[config.mk]
export PLATFORM = sky130hd
export DESIGN_NAME = prn_line_shifter_flat
export DESIGN_NICKNAME = d
export VERILOG_FILES = /design/src/rtl/prn_line_shifter_if.sv /design/src/rtl/prn_line_shifter.sv /design/src/flat_wrapper.sv
export SDC_FILE = /design/constraint.sdc
export NUM_CORES = 1
export LEC_CHECK = 0
export ABC_AREA = 1
export BUFFER_PORTS_ARGS = -buffer_cell sky130_fd_sc_hd__buf_2
export CORE_ASPECT_RATIO = 0.8
export CORE_UTILIZATION = 35
export DETAILED_ROUTE_END_ITERATION = 16
export GPL_ROUTABILITY_DRIVEN = 1
export PLACE_DENSITY = 0.53
export SYNTH_ARGS = -nofsm -noshare
export SYNTH_HDL_FRONTEND = slang
export SYNTH_SLANG_ARGS = --single-unit
[constraint.sdc]
create_clock -name clk -period 1.6 [get_ports clk]
set_input_delay 0.24 -clock clk [delete_from_list [all_inputs] [get_ports clk]]
set_output_delay 0.24 -clock clk [all_outputs]
set_load 0.05 [all_outputs]
[src/rtl/prn_line_shifter_if.sv]
// Signal bundle between the print-data converter / line controller and the
// print-head line shifter.
interface prn_line_shifter_if;
    // Read side is a fixed-latency strobe with no backpressure: rd_req is high
    // for one cycle, the converter presents prn_data in the following cycle and
    // the shifter samples it at the end of that cycle.
    logic        line_start;
    logic        rd_req;
    logic [15:0] prn_data;
    logic        head_sclk;
    logic [3:0]  head_sdata;
    logic        head_latch;
    logic        busy;
    logic        line_done;
    logic        overrun;

    modport master (
        output line_start, prn_data,
        input  rd_req, head_sclk, head_sdata, head_latch, busy, line_done, overrun
    );

    modport slave (
        input  line_start, prn_data,
        output rd_req, head_sclk, head_sdata, head_latch, busy, line_done, overrun
    );
endinterface

[src/rtl/prn_line_shifter.sv]
// Pulls LINE_WORDS 16-bit words from the converter and shifts them MSB-first
// as four 4-bit lanes onto the print head, then pulses the head latch.
module prn_line_shifter #(
    parameter int LINE_WORDS = 160,
    parameter int CLK_DIV    = 2,
    parameter int LATCH_W    = 4
) (
    input  logic              clk,
    input  logic              rst,
    prn_line_shifter_if.slave bus,
    output logic [2:0]        o_dbg_state
);
    localparam int PH_W = (CLK_DIV > 1) ? $clog2(CLK_DIV) : 1;
    localparam int WD_W = (LINE_WORDS > 1) ? $clog2(LINE_WORDS) : 1;
    localparam int LT_W = (LATCH_W > 1) ? $clog2(LATCH_W) : 1;
    localparam logic [PH_W-1:0] PH_LAST = PH_W'(CLK_DIV - 1);
    localparam logic [WD_W-1:0] WD_LAST = WD_W'(LINE_WORDS - 1);
    localparam logic [LT_W-1:0] LT_LAST = LT_W'(LATCH_W - 1);
    localparam logic MULTI_WORD = (LINE_WORDS > 1);

    localparam logic [2:0] ST_IDLE  = 3'd0;
    localparam logic [2:0] ST_FETCH = 3'd1;
    localparam logic [2:0] ST_LOAD  = 3'd2;
    localparam logic [2:0] ST_SHIFT = 3'd3;
    localparam logic [2:0] ST_LATCH = 3'd4;
    localparam logic [2:0] ST_DONE  = 3'd5;

    logic [2:0]      r_state;
    logic [15:0]     r_sr;
    logic [15:0]     r_hold;
    logic [WD_W-1:0] r_word;
    logic [1:0]      r_bit;
    logic [PH_W-1:0] r_phase;
    logic            r_sclk_hi;
    logic [LT_W-1:0] r_lat_cnt;
    logic            r_rd_d;
    logic            r_overrun;

    logic        w_in_shift;
    logic        w_phase_end;
    logic        w_bit_end;
    logic        w_word_end;
    logic        w_line_end;
    logic        w_word_first;
    logic        w_rd_req;
    logic [15:0] w_sr_shifted;

    assign w_in_shift   = (r_state == ST_SHIFT);
    assign w_phase_end  = (r_phase == PH_LAST);
    assign w_bit_end    = w_in_shift && r_sclk_hi && w_phase_end;
    assign w_word_end   = w_bit_end && (r_bit == 2'd3);
    assign w_line_end   = w_word_end && (r_word == WD_LAST);
    assign w_word_first = w_in_shift && (r_bit == 2'd0) && !r_sclk_hi && (r_phase == '0);

    // Word 0 is fetched in FETCH and word 1 in LOAD, so the in-shift prefetch
    // only starts from word 1 and stops once the last word has been requested.
    assign w_rd_req = !rst && ((r_state == ST_FETCH) ||
                               ((r_state == ST_LOAD) && MULTI_WORD) ||
                               (w_word_first && (r_word != '0) && (r_word != WD_LAST)));

    assign w_sr_shifted = {r_sr[14:12], 1'b0, r_sr[10:8], 1'b0,
                           r_sr[6:4],   1'b0, r_sr[2:0],  1'b0};

    always_ff @(posedge clk) begin
        if (rst) begin
            r_state   <= ST_IDLE;
            r_sr      <= '0;
            r_hold    <= '0;
            r_word    <= '0;
            r_bit     <= '0;
            r_phase   <= '0;
            r_sclk_hi <= 1'b0;
            r_lat_cnt <= '0;
            r_rd_d    <= 1'b0;
            r_overrun <= 1'b0;
        end else begin
            r_overrun <= bus.line_start && (r_state != ST_IDLE);
            r_rd_d    <= w_rd_req;
            // LOAD takes word 0 straight into the shifter; later reads go to hold.
            if (r_rd_d && (r_state != ST_LOAD)) begin
                r_hold <= bus.prn_data;
            end
            case (r_state)
                ST_IDLE: begin
                    if (bus.line_start) begin
                        r_state <= ST_FETCH;
                    end
                end
                ST_FETCH: begin
                    r_state <= ST_LOAD;
                end
                ST_LOAD: begin
                    r_sr      <= bus.prn_data;
                    r_word    <= '0;
                    r_bit     <= '0;
                    r_phase   <= '0;
                    r_sclk_hi <= 1'b0;
                    r_state   <= ST_SHIFT;
                end
                ST_SHIFT: begin
                    if (w_phase_end) begin
                        r_phase   <= '0;
                        r_sclk_hi <= ~r_sclk_hi;
                    end else begin
                        r_phase <= r_phase + 1'b1;
                    end
                    if (w_bit_end) begin
                        r_bit <= r_bit + 2'd1;
                        if (w_word_end) begin
                            r_sr   <= r_hold;
                            r_word <= r_word + 1'b1;
                        end else begin
                            r_sr <= w_sr_shifted;
                        end
                        if (w_line_end) begin
                            r_word  <= '0;
                            r_state <= ST_LATCH;
                        end
                    end
                end
                ST_LATCH: begin
                    if (r_lat_cnt == LT_LAST) begin
                        r_lat_cnt <= '0;
                        r_state   <= ST_DONE;
                    end else begin
                        r_lat_cnt <= r_lat_cnt + 1'b1;
                    end
                end
                ST_DONE: begin
                    r_state <= ST_IDLE;
                end
                default: begin
                    r_state <= ST_IDLE;
                end
            endcase
        end
    end

    assign bus.rd_req     = w_rd_req;
    assign bus.head_sclk  = w_in_shift && r_sclk_hi;
    assign bus.head_sdata = w_in_shift ? {r_sr[15], r_sr[11], r_sr[7], r_sr[3]} : 4'd0;
    assign bus.head_latch = (r_state == ST_LATCH);
    assign bus.busy       = (r_state != ST_IDLE);
    assign bus.line_done  = (r_state == ST_DONE);
    assign bus.overrun    = r_overrun;
    assign o_dbg_state    = r_state;
endmodule

[src/flat_wrapper.sv]
// flat-port wrapper written by rule: the top's interface ports become plain ports
module prn_line_shifter_flat 
#(
    parameter int LINE_WORDS = 160,
    parameter int CLK_DIV    = 2,
    parameter int LATCH_W    = 4
)
  (clk, rst, o_dbg_state, bus_line_start, bus_prn_data, bus_rd_req, bus_head_sclk, bus_head_sdata, bus_head_latch, bus_busy, bus_line_done, bus_overrun);
  prn_line_shifter_if bus_i ();
  input  logic clk;
  input  logic rst;
  output logic [2:0] o_dbg_state;
  input wire logic [$bits(bus_i.line_start)-1:0] bus_line_start;
  input wire logic [$bits(bus_i.prn_data)-1:0] bus_prn_data;
  output wire logic [$bits(bus_i.rd_req)-1:0] bus_rd_req;
  output wire logic [$bits(bus_i.head_sclk)-1:0] bus_head_sclk;
  output wire logic [$bits(bus_i.head_sdata)-1:0] bus_head_sdata;
  output wire logic [$bits(bus_i.head_latch)-1:0] bus_head_latch;
  output wire logic [$bits(bus_i.busy)-1:0] bus_busy;
  output wire logic [$bits(bus_i.line_done)-1:0] bus_line_done;
  output wire logic [$bits(bus_i.overrun)-1:0] bus_overrun;
  assign bus_i.line_start = bus_line_start;
  assign bus_i.prn_data = bus_prn_data;
  assign bus_rd_req = bus_i.rd_req;
  assign bus_head_sclk = bus_i.head_sclk;
  assign bus_head_sdata = bus_i.head_sdata;
  assign bus_head_latch = bus_i.head_latch;
  assign bus_busy = bus_i.busy;
  assign bus_line_done = bus_i.line_done;
  assign bus_overrun = bus_i.overrun;
  prn_line_shifter #(.LINE_WORDS(LINE_WORDS), .CLK_DIV(CLK_DIV), .LATCH_W(LATCH_W)) u_core (.clk(clk), .rst(rst), .bus(bus_i), .o_dbg_state(o_dbg_state));
endmodule
-- Yosys cells after proc, flatten, opt, wreduce, memory -nomap -nowiden
Cells that the tools add are included.
- input port bits: 19
- logic and storage cells: 77
- output and inout bits: 13
- flip-flop bits (word level): 51
- eq/ne operators: 16
- reduce and logical (&&, ||, !) cells: 25
- bitwise operators: 2
- multiplexer cells: 20
- add/subtract/negate cells: 4
- operators with widths (operator ; number):
    2-to-1 mux 16 bit ; 2
    case mux 16 bit (2 select lines) ; 1
    2-to-1 mux 8 bit ; 3
    case mux 8 bit (2 select lines) ; 1
    case mux 3 bit (5 select lines) ; 1
    logical AND 1 bit ; 12
    2-to-1 mux 3 bit ; 4
    adder 8 x 1 -> 8 bit, second input constant ; 1
    equality test 8 bit, second input constant ; 1
    inequality test 8 bit, second input constant ; 1
    nonzero test 8 bit ; 1
    equality test 3 x 2 -> 1 bit, second input constant ; 2
    equality test 3 bit, second input constant ; 2
    inequality test 2 bit, second input constant ; 3
    adder 2 x 1 -> 2 bit, second input constant ; 2
    equality test 2 bit, second input constant ; 2
    2-to-1 mux 2 bit ; 2
    2-to-1 mux 4 bit ; 1
    inequality test 2 x 1 -> 1 bit, second input constant ; 2
    case mux 1 bit (2 select lines) ; 2
    case mux 2 bit (2 select lines) ; 1
    AND reduction 2 bit ; 2
    AND reduction 4 bit ; 1
    equality test 3 x 1 -> 1 bit, second input constant ; 1
    12 further kinds ; 16

-- Logic depth before layout (Yosys ltp)
Gate-level depths: netlist of run 1.
- depth after elaboration: 8
- gate-level depth with buffers: 10
- depth with buffers taken out: 10

-- Least setup slack after synthesis of run 1
OpenSTA, ideal clock, no wires.
- path kind: register -> output
- start point: register u_core.r_state[1] (netlist: u_core.o_dbg_state[1])
- end point: output port bus_rd_req
- path buffers: 1
- stages on the path, launching flop included: 8
- arrival: 2.175 ns
- setup slack: -0.815 ns
- path through: dfxtp_1 nand2_2 nor2_4 buf_6 inv_6 nor2_2 nand4_1 a21oi_1
- longest elaborated chain between the ends: 8
- RTL lines (element ; line ; RTL):
    start: declaration ; prn_line_shifter.sv:28 ; logic [2:0] r_state;
    start signal: assignment ; prn_line_shifter.sv:66 ; r_state <= ST_IDLE;
    start signal: assignment ; prn_line_shifter.sv:86 ; r_state <= ST_FETCH;
    start signal: assignment ; prn_line_shifter.sv:90 ; r_state <= ST_LOAD;
    equality test 3 x 2 -> 1 bit ; prn_line_shifter.sv:48 ; assign w_in_shift = (r_state == ST_SHIFT);
    logical AND 1 bit (3 in series) ; prn_line_shifter.sv:53 ; assign w_word_first = w_in_shift && (r_bit == 2'd0) && !r_sclk_hi && (r_phase == '0);
    logical AND 1 bit (2 in series) ; prn_line_shifter.sv:59 ; (w_word_first && (r_word != '0) && (r_word != WD_LAST)));
    logical OR 1 bit (*) ; prn_line_shifter.sv:58 ; ((r_state == ST_LOAD) && MULTI_WORD) ||
    logical AND 1 bit (*) ; prn_line_shifter.sv:57 ; assign w_rd_req = !rst && ((r_state == ST_FETCH) ||
    end: declaration ; flat_wrapper.sv:15 ; output wire logic [$bits(bus_i.rd_req)-1:0] bus_rd_req;
Mark *: on every way between the ends. The rest lies on a longest branch, timed or not.

-- Worst setup path after layout of run 1
- start point: register u_core.r_state[0] (netlist: u_core.o_dbg_state[0])
- end point: output port bus_rd_req
The elaborated chain is that of the path after synthesis.

==> results.rst, run 1 <==
.. list-table::
   :header-rows: 1

   * - Metric
     - Value
   * - Post-detailed-routing wire length
     - 6170 microns
   * - Maximum clock insertion buffer count
     - 2
   * - Total global routing track utilization
     - 16.8%
   * - Via count
     - 2326
   * - Area Overhead vs Synth
     - 26.1%
   * - Slowest CP cell
     - sky130_fd_sc_hd__dfxtp_4
   * - Peak clock frequency supported by timing
     - 556 MHz
   * - Kind of start point of the critical path
     - flop
   * - H-tree depth reported by CTS
     - 2
   * - Total number of placement rows
     - 27
   * - Setup Slack @ Placement
     - -0.0276 ns
   * - Most frequent cell on the critical path
     - sky130_fd_sc_hd__nor2_4
   * - Yosys warnings
     - 0
   * - Routed wire per std cell
     - 12.4 microns
   * - Power density normalized to cell area
     - 1450 nW/um^2
   * - Met3 Resource Use GR
     - 3.96%
   * - Slowest stage delay, CP
     - 0.38 ns
   * - Count of antenna-violating nets left after detailed routing
     - 0
   * - CTS Buf Count
     - 5
   * - I/O pin total
     - 32
   * - RSZ-0062 raised after global routing
     - true
   * - Fill cell count
     - 728
   * - Met1 layer usage reported by global route
     - 22.8%
   * - Hold Buf Count CTS
     - 0
   * - First-pass GRT wire length
     - 10300 microns
   * - Final max-slew violation count
     - 0
   * - Number of distinct standard cells referenced by the synthesized netlist
     - 29
   * - Post-Synthesis Cells
     - 359
   * - Die Height
     - 79.3 microns
   * - Final hold slack
     - 0.183 ns
   * - Core occupancy in the finished layout
     - 46.7%
   * - Final setup skew
     - 0.00909 ns
   * - Static power due to leakage
     - 1.37 nW
   * - CTS tree
     - yes
   * - Met2 global-route usage
     - 26.8%
   * - Detailed placer's ending HPWL
     - 4220 microns
   * - DR iter-0 viols
     - 72
   * - Peak ir drop on the vdd network
     - 0.722 mV
   * - Seq/Total Area, Yosys
     - 39.0%
   * - Kind of cell adding the most delay to the critical path
     - simple AND/OR/NAND/NOR gates
   * - Result of the run
     - finished with violations
   * - Commonest non-fill, non-tap cells in the layout
     - sky130_fd_sc_hd__nand2_1 (66), sky130_fd_sc_hd__inv_1 (48), sky130_fd_sc_hd__dfxtp_1 (46)
   * - Total overflow reported by the global router
     - 0
   * - Cell Area, Synth
     - 2620 sq um
   * - Post-route clock period utilization
     - 112%
   * - DRC viols
     - 0
   * - Flip-flop and latch count after synthesis
     - 51
   * - Most common cell after layout, fill and taps aside
     - sky130_fd_sc_hd__nand2_1
   * - Total iterations of the first detailed-routing run
     - 4
   * - Type of the worst min-delay path
     - in2reg
   * - Port buffer count
     - 31
   * - Nets@finish
     - 434
   * - Largest net degree at the start of global routing
     - 22
   * - Crit end category
     - output pin
   * - Initial standard-cell utilization of the core
     - 37.0%
   * - Core region area
     - 7060 sq um
   * - Cells traversed along the worst timing path
     - nand2_4 > nor2_4 > inv_6 > nor2_4 > nand4_1 > a21oi_4 > buf_6
   * - Detail-routed via count per cell
     - 4.67
   * - Total of max-cap violations
     - 0
   * - Routing layer with the top usage in global route
     - met2
   * - Final weighted congestion of routability-driven global placement
     - 0.777
   * - Number of failing setup endpoints in the final timing report
     - 1
   * - Critical path fanouts, max
     - 4
   * - Required arrival time at the worst endpoint
     - 1.36 ns
   * - Clock latency at the later pin of the worst-skew pair
     - 0.31 ns
   * - Master cell of the clock root buffer
     - sky130_fd_sc_hd__clkbuf_8
   * - Multi-input gate area in the final layout
     - 1380 sq um
   * - Synthesized area divided by synthesized cell count
     - 7.28 sq um
   * - Area used by sequential logic in the layout
     - 1040 sq um
   * - Count of buffering cells on the critical path with inverters included
     - 2
   * - Antenna Cells
     - 0
   * - Class of the most critical setup path
     - reg2out
   * - Overall die area
     - 7820 sq um
   * - Final-report hold violation count
     - 0
   * - Clock transition at the register clock pins on the worst setup and hold paths after CTS
     - 0.08 ns
   * - Violated checks
     - negative setup slack
   * - Clock Sinks
     - 51
   * - Sum of negative setup slack
     - -0.197 ns
   * - Slew @ Worst Pin
     - 0.263 ns
   * - Mapped Nets
     - 383
   * - Initial antenna violation count
     - 0
   * - Vias in the first global route
     - 2175
   * - Clock period minus final worst setup slack
     - 1.80 ns
   * - Die width
     - 98.6 microns
   * - Fraction of layout instances using a drive strength above 1
     - 31.4%
   * - Max transition margin
     - 82.4%
   * - Setup ws final
     - -0.197 ns
   * - Data arrival time of the worst path
     - 1.56 ns
## metal layers
layer,vias up,wire [microns]
li1,1255,-
met1,1018,3130
met2,47,2660
met3,6,321
met4,0,60
met5,-,0
## synth_stat cells, drive strengths merged
master | n | area share (%)
inv | 58 | 8.6
ha | 5 | 2.4
a31oi | 4 | 0.96
dfxtp | 51 | 39
buf | 11 | 3.7
nand2 | 76 | 12
nand3 | 25 | 5.5
o21ai | 50 | 11
clkbuf | 3 | 0.43
nor2 | 31 | 5.5
nor3 | 2 | 0.38
nand4 | 5 | 1.2
a21oi | 37 | 8.7
o22ai | 1 | 0.24
## area by class of cell
cell class	count	area share (%)
Clock inverter	1	0.152
Sequential cell	51	31.5
Inverter	58	7.10
Multi-Input combinational cell	236	42.0
Tap cell	87	3.30
Clock buffer	7	2.31
Timing Repair Buffer	58	13.7
## registers in the layout (all words and copies together) (netlist names), 2 cells and up
signal and flops:
u_core.r_lat_cnt 2, u_core.r_bit 2, u_core.r_hold 16, u_core.r_word 8, u_core.r_sr 16, u_core.o_dbg_state 3
## worst reg2reg max path, delay by kind of cell (launching register included)
kind            cells  cell delay, ns
simple gates        6            0.60
buf+inv             2            0.37
flops               1            0.38
compound gates      1            0.06
## worst paths after layout
path,from,end,slack [ns],depth (start not counted)
setup / recovery,u_core.o_dbg_state[0],bus_rd_req,-0.20,7
hold / removal,bus_line_start,u_core.bus.overrun,0.18,3
setup reg to reg,u_core.o_dbg_state[0],u_core.r_sr[14],0.08,9
hold reg to reg,u_core.r_lat_cnt[0],u_core.r_lat_cnt[0],0.47,2
## per-stage QoR
stage | cell area [sq um] | power [mW] | instances
2_1_floorplan | 2690 | 3.38 | 359
3_5_place_dp | 3000 | 3.88 | 480
6_report | 3300 | 4.79 | 498
4_1_cts | 3180 | 4.68 | 491
5_1_grt | 3300 | 5.13 | 498
3_3_place_gp | 3000 | 3.86 | 480
## what timing repair did
action,4_1_cts,5_1_grt
endpoints found under the setup margin,7,28
gates resized for setup,25,19
buffers inserted,3,8
pin swaps,4,6
## power by group
group	switching, mW	internal (mW)	total (mW)
sequential	0.189	1.64	1.83
clock	0.422	0.308	0.730
combinational	1.45	0.775	2.23
## cell families (layout without fill, tap and decap cells)
| family | after synthesis | in the layout | synth area share [%] |
|---|---|---|---|
| AOI/OAI and AO/OA | 92 | 92 | 20.9 |
| adders and majority gates | 5 | 5 | 2.39 |
| buffers and inverters | 72 | 124 | 12.7 |
| DFF | 51 | 51 | 39.0 |
| and+or+nand+nor | 139 | 139 | 25.0 |
Note: power is estimated with default switching activity, not from simulation.
==> inputs of run 2 (changes only) <==
--- a/config.mk
+++ b/config.mk
@@ -12,6 +12,7 @@
 export DETAILED_ROUTE_END_ITERATION = 16
 export GPL_ROUTABILITY_DRIVEN = 1
 export PLACE_DENSITY = 0.53
+export SKIP_CTS_REPAIR_TIMING = 1
 export SYNTH_ARGS = -nofsm -noshare
 export SYNTH_HDL_FRONTEND = slang
 export SYNTH_SLANG_ARGS = --single-unit
==> constraint.sdc (replaced) <==
create_clock -name clk -period 1.6 [get_ports clk]
set_input_delay 0 -clock clk [delete_from_list [all_inputs] [get_ports clk]]
set_output_delay 0 -clock clk [all_outputs]
set_load 0.05 [all_outputs]
==> run 2 against run 1 <==
  * The run now ends clean
  * Clock skew rose by 0.0021 ns
  * Count of clock-buffer cells in the layout fell by 1
  * Register-to-register slack barely moved
  * Critical path type unchanged
==> results.rst, run 2 (synthesis gave the netlist of run 1 again) <==
.. list-table::
   :header-rows: 1

   * - Metric
     - Value
   * - Result of the run
     - finished, final reports clean (was finished with violations)
   * - Final max-slew violation count
     - 0 (unchanged)
   * - Routed wire per std cell
     - 11.9 microns (was 12.4 microns)
   * - Total iterations of the first detailed-routing run
     - 4 (unchanged)
   * - Post-route clock period utilization
     - 97.1% (was 112%)
   * - CTS tree
     - yes (unchanged)
   * - Peak clock frequency supported by timing
     - 644 MHz (was 556 MHz)
   * - Most common cell after layout, fill and taps aside
     - sky130_fd_sc_hd__nand2_1 (unchanged)
   * - Nets@finish
     - 434 (unchanged)
   * - DRC viols
     - 0 (unchanged)
   * - Master cell of the clock root buffer
     - sky130_fd_sc_hd__clkbuf_8 (unchanged)
   * - Class of the most critical setup path
     - reg2out (unchanged)
   * - Clock transition at the register clock pins on the worst setup and hold paths after CTS
     - 0.09 ns (was 0.08 ns)
   * - DR iter-0 viols
     - 92 (was 72)
   * - Kind of start point of the critical path
     - flop (unchanged)
   * - Core region area
     - 7060 sq um (unchanged)
   * - Clock Sinks
     - 51 (unchanged)
   * - CTS Buf Count
     - 5 (unchanged)
   * - Count of antenna-violating nets left after detailed routing
     - 0 (unchanged)
   * - WHS Endpoint
     - u_core.r_sr[10] (was u_core.bus.overrun)
   * - Area Overhead vs Synth
     - 24.2% (was 26.1%)
   * - Slew @ Worst Pin
     - 0.440 ns (was 0.263 ns)
   * - I/O pin total
     - 32 (unchanged)
   * - Crit end category
     - output pin (unchanged)
   * - Peak ir drop on the vdd network
     - 0.750 mV (was 0.722 mV)
   * - Max transition margin
     - 70.6% (was 82.4%)
   * - Total overflow reported by the global router
     - 0 (unchanged)
   * - Antenna Cells
     - 0 (unchanged)
   * - Critical register-to-register path startpoint
     - u_core.o_dbg_state[0] (unchanged)
   * - Total of max-cap violations
     - 0 (unchanged)
   * - Number of standard cells in the layout, taps in and fillers out
     - 498 (unchanged)
   * - Commonest non-fill, non-tap cells in the layout
     - sky130_fd_sc_hd__nand2_1 (67), sky130_fd_sc_hd__inv_1 (52), sky130_fd_sc_hd__dfxtp_1 (46) (was sky130_fd_sc_hd__nand2_1 (66), sky130_fd_sc_hd__inv_1 (48), sky130_fd_sc_hd__dfxtp_1 (46))
   * - Largest net degree at the start of global routing
     - 29 (was 22)
   * - Port buffer count
     - 31 (unchanged)
   * - Total global routing track utilization
     - 15.9% (was 16.8%)
   * - Die width
     - 98.6 microns (unchanged)
   * - Cells on Worst Hold Path
     - 2 (was 3)
   * - First-pass GRT wire length
     - 9850 microns (was 10300 microns)
   * - Number of cells after detailed placement
     - 469 (was 480)
   * - RSZ-0062 raised after global routing
     - true (unchanged)
   * - Type of the worst min-delay path
     - reg2reg (was in2reg)
   * - Maximum clock insertion buffer count
     - 2 (unchanged)
   * - Power density normalized to cell area
     - 1390 nW/um^2 (was 1450 nW/um^2)
   * - Final weighted congestion of routability-driven global placement
     - 0.803 (was 0.777)
   * - Slack of the worst reg-to-reg path
     - 0.09 ns (was 0.08 ns)
   * - Final-report hold violation count
     - 0 (unchanged)
   * - Die Height
     - 79.3 microns (unchanged)
   * - Detailed placer's ending HPWL
     - 4020 microns (was 4220 microns)
   * - Launch instance of the worst min-delay path
     - u_core.r_sr[10] (was bus_line_start)
   * - Setup ws final
     - 0.0470 ns (was -0.197 ns)
   * - Number of failing setup endpoints in the final timing report
     - 0 (was 1)
   * - Final setup skew
     - 0.0112 ns (was 0.00909 ns)
   * - Sum of negative setup slack
     - 0 ns (was -0.197 ns)
   * - Setup Slack @ Placement
     - 0.0356 ns (was -0.0276 ns)
   * - Post-detailed-routing wire length
     - 5910 microns (was 6170 microns)
   * - Fraction of layout instances using a drive strength above 1
     - 25.5% (was 31.4%)
   * - Via count
     - 2339 (was 2326)
   * - Critical path fanouts, max
     - 3 (was 4)
   * - Clock latency at the later pin of the worst-skew pair
     - 0.30 ns (was 0.31 ns)
   * - Fill cell count
     - 728 (unchanged)
   * - Overall die area
     - 7820 sq um (unchanged)
   * - Initial antenna violation count
     - 0 (unchanged)
   * - Required arrival time at the worst endpoint
     - 1.60 ns (was 1.36 ns)
   * - Post-route total power
     - 4.52 mW (was 4.79 mW)
   * - H-tree depth reported by CTS
     - 2 (unchanged)
   * - Total number of placement rows
     - 27 (unchanged)
   * - Registers with the highest flip-flop counts
     - u_core.r_hold (16), u_core.r_sr (16), u_core.r_word (8) (unchanged)
   * - Initial standard-cell utilization of the core
     - 37.0% (unchanged)
   * - Reg2Reg Depth
     - 7 (was 9)
   * - Vias in the first global route
     - 2104 (was 2175)
   * - Static power due to leakage
     - 1.32 nW (was 1.37 nW)
   * - Crit Reg-Reg Endpoint
     - u_core.o_dbg_state[2] (was u_core.r_sr[14])
   * - Clock period minus final worst setup slack
     - 1.55 ns (was 1.80 ns)
   * - Data arrival time of the worst path
     - 1.55 ns (was 1.56 ns)
   * - Detail-routed via count per cell
     - 4.70 (was 4.67)
[run 2: cell types whose count changed in the layout (fill, tap and decap cells not counted), moves of 4 or more]
cell                            previous run  this run
sky130_fd_sc_hd__buf_6                     7         1
sky130_fd_sc_hd__clkbuf_4                  0         4
sky130_fd_sc_hd__buf_4                    21         9
sky130_fd_sc_hd__inv_1                    48        52
sky130_fd_sc_hd__dlygate4sd3_1             0        18
[run 2: report_power, final]
group / switching, mW / internal, mW / total (mW)
sequential: 0.212 / 1.64 / 1.85
clock: 0.440 / 0.307 / 0.747
combinational: 1.32 / 0.595 / 1.92
total: 1.98 / 2.54 / 4.52
[run 2: metrics by stage]
step	area, sq um	utilization, %	hold WS [ns]
2_1_floorplan	2670	-	0.143
3_3_place_gp	2870	40.6	0.256
3_5_place_dp	2870	40.6	0.257
4_1_cts	2950	41.8	-0.0687
5_1_grt	3250	46.0	0.478
6_report	3250	46.0	0.470
[run 2: metal layers]
| layer | up-vias | track usage [%] | share of wire, % |
|---|---|---|---|
| met1 | 1058 | 21.6 | 53 |
| li1 | 1254 | - | - |
| met4 | 0 | 4.03 | 0.71 |
| met3 | 2 | 3.79 | 2.0 |
| met2 | 25 | 25.3 | 44 |
| met5 | - | 0 | 0 |
[run 2: final cells by class]
type | count | area, sq um | area share [%]
inverter | 58 | 230 | 7.09
multi-input combinational | 236 | 1360 | 41.8
clock buffer | 6 | 72.6 | 2.24
tap | 87 | 109 | 3.35
clock inverter | 2 | 12.5 | 0.385
timing repair buffer | 58 | 434 | 13.4
sequential | 51 | 1030 | 31.7
[run 2: worst max-delay path by stage]
stage / startpoint / to / slack, ns / cells past startpoint
floorplan: u_core.o_dbg_state[0] / bus_line_done / -0.15 / 2
global placement: u_core.o_dbg_state[1] / u_core.o_dbg_state[0] / 0.04 / 7
detailed placement: u_core.o_dbg_state[1] / u_core.o_dbg_state[0] / 0.04 / 7
CTS: u_core.r_word[0] / bus_rd_req / -0.13 / 7
global route: u_core.r_word[0] / bus_rd_req / -0.07 / 7
finish: u_core.o_dbg_state[0] / bus_rd_req / 0.05 / 7
[run 2: worst max-delay path, cell delays in order, from the launching register on]
cell	delay (ns)
sky130_fd_sc_hd__dfxtp_2	0.37
sky130_fd_sc_hd__nand2_4	0.06
sky130_fd_sc_hd__nor2_4	0.19
sky130_fd_sc_hd__inv_6	0.05
sky130_fd_sc_hd__nor2_4	0.08
sky130_fd_sc_hd__nand4_1	0.14
sky130_fd_sc_hd__a21oi_2	0.18
sky130_fd_sc_hd__buf_6	0.17
==> inputs of run 3 (changes only) <==
--- a/config.mk
+++ b/config.mk
@@ -8,11 +8,13 @@
 export ABC_AREA = 1
 export BUFFER_PORTS_ARGS = -buffer_cell sky130_fd_sc_hd__buf_2
 export CORE_ASPECT_RATIO = 0.8
+export CORE_MARGIN = 2
 export CORE_UTILIZATION = 35
 export DETAILED_ROUTE_END_ITERATION = 16
 export GPL_ROUTABILITY_DRIVEN = 1
 export PLACE_DENSITY = 0.53
 export SKIP_CTS_REPAIR_TIMING = 1
+export SLEW_MARGIN = 20
 export SYNTH_ARGS = -nofsm -noshare
 export SYNTH_HDL_FRONTEND = slang
 export SYNTH_SLANG_ARGS = --single-unit
==> constraint.sdc (replaced) <==
create_clock -name clk -period 1.74 [get_ports clk]
set_input_delay 0 -clock clk [delete_from_list [all_inputs] [get_ports clk]]
set_output_delay 0 -clock clk [all_outputs]
set_load 0.05 [all_outputs]
==> run 3 against run 2 <==
  * First-iteration DRC count fell by 12%
  * Critical path depth decreased by 1
  * Core utilization decreased by 3.4 points
  * Sequential power decreased by 9%
  * The run now ends with negative hold slack left
  * Largest cell class unchanged
  * Die area grew 4.6%
==> results.rst, run 3 (synthesis gave the netlist of run 1 again) <==
.. list-table::
   :header-rows: 1

   * - Metric
     - Value
   * - Result of the run
     - finished with violations (was finished, final reports clean)
   * - Violated checks
     - negative hold slack
   * - Final max-slew violation count
     - 0 (unchanged)
   * - Port buffer count
     - 31 (unchanged)
   * - Peak ir drop on the vdd network
     - 0.600 mV (was 0.750 mV)
   * - Vias in the first global route
     - 2177 (was 2104)
   * - Total global routing track utilization
     - 15.4% (was 15.9%)
   * - Sum of negative setup slack
     - 0 ns (unchanged)
   * - H-tree depth reported by CTS
     - 2 (unchanged)
   * - Slew @ Worst Pin
     - 0.462 ns (was 0.440 ns)
   * - Via count
     - 2290 (was 2339)
   * - Clock transition at the register clock pins on the worst setup and hold paths after CTS
     - 0.10 ns (was 0.09 ns)
   * - Count of antenna-violating nets left after detailed routing
     - 0 (unchanged)
   * - Final hold slack
     - -0.0370 ns (was 0.470 ns)
   * - Detail-routed via count per cell
     - 4.62 (was 4.70)
   * - Nets@finish
     - 429 (was 434)
   * - Clock period minus final worst setup slack
     - 1.62 ns
   * - Largest net degree at the start of global routing
     - 29 (unchanged)
   * - Final-report hold violation count
     - 8 (was 0)
   * - Die Height
     - 81.3 microns (was 79.3 microns)
   * - Total number of placement rows
     - 28 (was 27)
   * - Routed wire per std cell
     - 12.0 microns (was 11.9 microns)
   * - Crit end category
     - output pin (unchanged)
   * - CTS tree
     - yes (unchanged)
   * - Master cell of the clock root buffer
     - sky130_fd_sc_hd__clkbuf_8 (unchanged)
   * - Most common cell after layout, fill and taps aside
     - sky130_fd_sc_hd__nand2_1 (unchanged)
   * - Clock Sinks
     - 51 (unchanged)
   * - RSZ-0062 raised after global routing
     - true (unchanged)
   * - Routing layer with the top usage in global route
     - met2 (unchanged)
   * - Peak clock frequency supported by timing
     - 619 MHz
   * - Kind of start point of the critical path
     - flop (unchanged)
   * - Total overflow reported by the global router
     - 0 (unchanged)
   * - Die width
     - 101 microns (was 98.6 microns)
   * - CTS Buf Count
     - 5 (unchanged)
   * - Critical path fanouts, max
     - 14 (was 3)
   * - Initial antenna violation count
     - 0 (unchanged)
   * - Class of the most critical setup path
     - reg2out (unchanged)
   * - Area Overhead vs Synth
     - 19.3% (was 24.2%)
   * - Maximum clock insertion buffer count
     - 2 (unchanged)
   * - Met3 Resource Use GR
     - 3.01% (was 3.79%)
   * - DR iter-0 viols
     - 81 (was 92)
   * - Detailed placer's ending HPWL
     - 4120 microns (was 4020 microns)
   * - Required arrival time at the worst endpoint
     - 1.74 ns (was 1.60 ns)
   * - Cells on Worst Hold Path
     - 3 (was 2)
   * - First-pass GRT wire length
     - 10200 microns (was 9850 microns)
   * - Initial standard-cell utilization of the core
     - 35.7% (was 37.0%)
   * - Overall die area
     - 8180 sq um (was 7820 sq um)
   * - Post-route clock period utilization
     - 92.9%
   * - I/O pin total
     - 32 (unchanged)
   * - Slack of the worst reg-to-reg path
     - 0.20 ns (was 0.09 ns)
   * - Antenna Cells
     - 0 (unchanged)
   * - Critical register-to-register path startpoint
     - u_core.o_dbg_state[0] (unchanged)
   * - Type of the worst min-delay path
     - in2reg (was reg2reg)
   * - DRC viols
     - 0 (unchanged)
   * - Post-route total power
     - 4.12 mW (was 4.52 mW)
   * - Power density normalized to cell area
     - 1320 nW/um^2 (was 1390 nW/um^2)
   * - Total iterations of the first detailed-routing run
     - 4 (unchanged)
   * - Fraction of layout instances using a drive strength above 1
     - 24.1% (was 25.5%)
   * - Post-detailed-routing wire length
     - 5980 microns (was 5910 microns)
   * - Crit Reg-Reg Endpoint
     - u_core.r_word[3] (was u_core.o_dbg_state[2])
   * - Met2 global-route usage
     - 23.9% (was 25.3%)
   * - Total of max-cap violations
     - 0 (unchanged)
   * - Final weighted congestion of routability-driven global placement
     - 0.780 (was 0.803)
   * - Setup ws final
     - 0.124 ns (was 0.0470 ns)
   * - Launch instance of the worst min-delay path
     - bus_prn_data[13] (was u_core.r_sr[10])
   * - Registers with the highest flip-flop counts
     - u_core.r_hold (16), u_core.r_sr (16), u_core.r_word (8) (unchanged)
   * - Setup Slack @ Placement
     - 0.198 ns (was 0.0356 ns)
   * - Final design area excluding fillers
     - 3120 sq um (was 3250 sq um)
   * - Instance area at placement
     - 2840 sq um (was 2870 sq um)
   * - Max transition margin
     - 69.2% (was 70.6%)
   * - Final setup skew
     - 0.00748 ns (was 0.0112 ns)
   * - Data arrival time of the worst path
     - 1.62 ns (was 1.55 ns)
   * - Met1 layer usage reported by global route
     - 22.1% (was 21.6%)
   * - Clock latency at the later pin of the worst-skew pair
     - 0.30 ns (about the same)
   * - Reg2Reg Depth
     - 8 (was 7)
   * - Commonest non-fill, non-tap cells in the layout
     - sky130_fd_sc_hd__nand2_1 (68), sky130_fd_sc_hd__inv_1 (52), sky130_fd_sc_hd__dfxtp_1 (48) (was sky130_fd_sc_hd__nand2_1 (67), sky130_fd_sc_hd__inv_1 (52), sky130_fd_sc_hd__dfxtp_1 (46))
   * - Number of failing setup endpoints in the final timing report
     - 0 (unchanged)
   * - WHS Endpoint
     - u_core.r_hold[13] (was u_core.r_sr[10])
   * - Core region area
     - 7320 sq um (was 7060 sq um)
   * - Static power due to leakage
     - 1.30 nW (was 1.32 nW)
run 3: cell types whose count changed in the layout (fill, tap and decap cells not counted), moves of 2 or more:
| cell | delta |
|---|---|
| sky130_fd_sc_hd__clkbuf_8 | +2 |
| sky130_fd_sc_hd__buf_4 | -2 |
| sky130_fd_sc_hd__nor2_4 | -6 |
| sky130_fd_sc_hd__dfxtp_1 | +2 |
| sky130_fd_sc_hd__clkbuf_4 | -4 |
| sky130_fd_sc_hd__nor2_2 | +5 |
| sky130_fd_sc_hd__nand2_8 | -2 |
| sky130_fd_sc_hd__dlygate4sd3_1 | -2 |
| sky130_fd_sc_hd__buf_2 | +5 |
run 3: how the worst max path moves through the flow:
| stage | start | endpoint | slack [ns] | depth (start not counted) |
|---|---|---|---|---|
| floorplan | u_core.o_dbg_state[0] | bus_line_done | -0.22 | 2 |
| global placement | u_core.o_dbg_state[0] | u_core.o_dbg_state[0] | 0.18 | 7 |
| detailed placement | u_core.o_dbg_state[0] | u_core.o_dbg_state[2] | 0.20 | 6 |
| CTS | u_core.o_dbg_state[0] | bus_rd_req | -0.04 | 7 |
| global route | u_core.r_word[0] | bus_rd_req | 0.00008 | 7 |
| finish | u_core.o_dbg_state[0] | bus_head_sclk | 0.12 | 6 |
run 3: worst max-delay path, cell delays in order (launching register included):
cell,delay [ns]
sky130_fd_sc_hd__dfxtp_1,0.36
sky130_fd_sc_hd__nand2_2,0.08
sky130_fd_sc_hd__nor2_4,0.17
sky130_fd_sc_hd__inv_6,0.09
sky130_fd_sc_hd__buf_4,0.23
sky130_fd_sc_hd__nor2_2,0.12
sky130_fd_sc_hd__buf_2,0.27
run 3: stage by stage:
| stage | instances | utilization, % |
|---|---|---|
| global route | 496 | 42.6 |
| global placement | 471 | 38.7 |
| CTS | 479 | 40.2 |
| detailed placement | 471 | 38.7 |
| floorplan | 359 | - |
| finish | 496 | 42.6 |
run 3: power by group:
part	internal [mW]	leakage, nW	switching [mW]	total (mW)
combinational	0.496	0.829	1.18	1.67
sequential	1.50	0.417	0.188	1.69
clock	0.363	0.0505	0.398	0.760
total	2.36	1.30	1.76	4.12
run 3: routing by layer:
metal / part of all wire [%] / up-vias
met2: 43 / 29
met5: 0 / -
met4: 0.45 / 0
li1: - / 1238
met1: 53 / 1021
met3: 2.9 / 2
run 3: area by class of cell:
class | count | area [sq um]
Multi-Input combinational cell | 236 | 1290
Sequential cell | 51 | 1020
Clock inverter | 1 | 7.51
Clock buffer | 7 | 96.3
Tap cell | 90 | 113
Fill cell | 785 | 4200
Inverter | 58 | 228
Timing Repair Buffer | 53 | 363
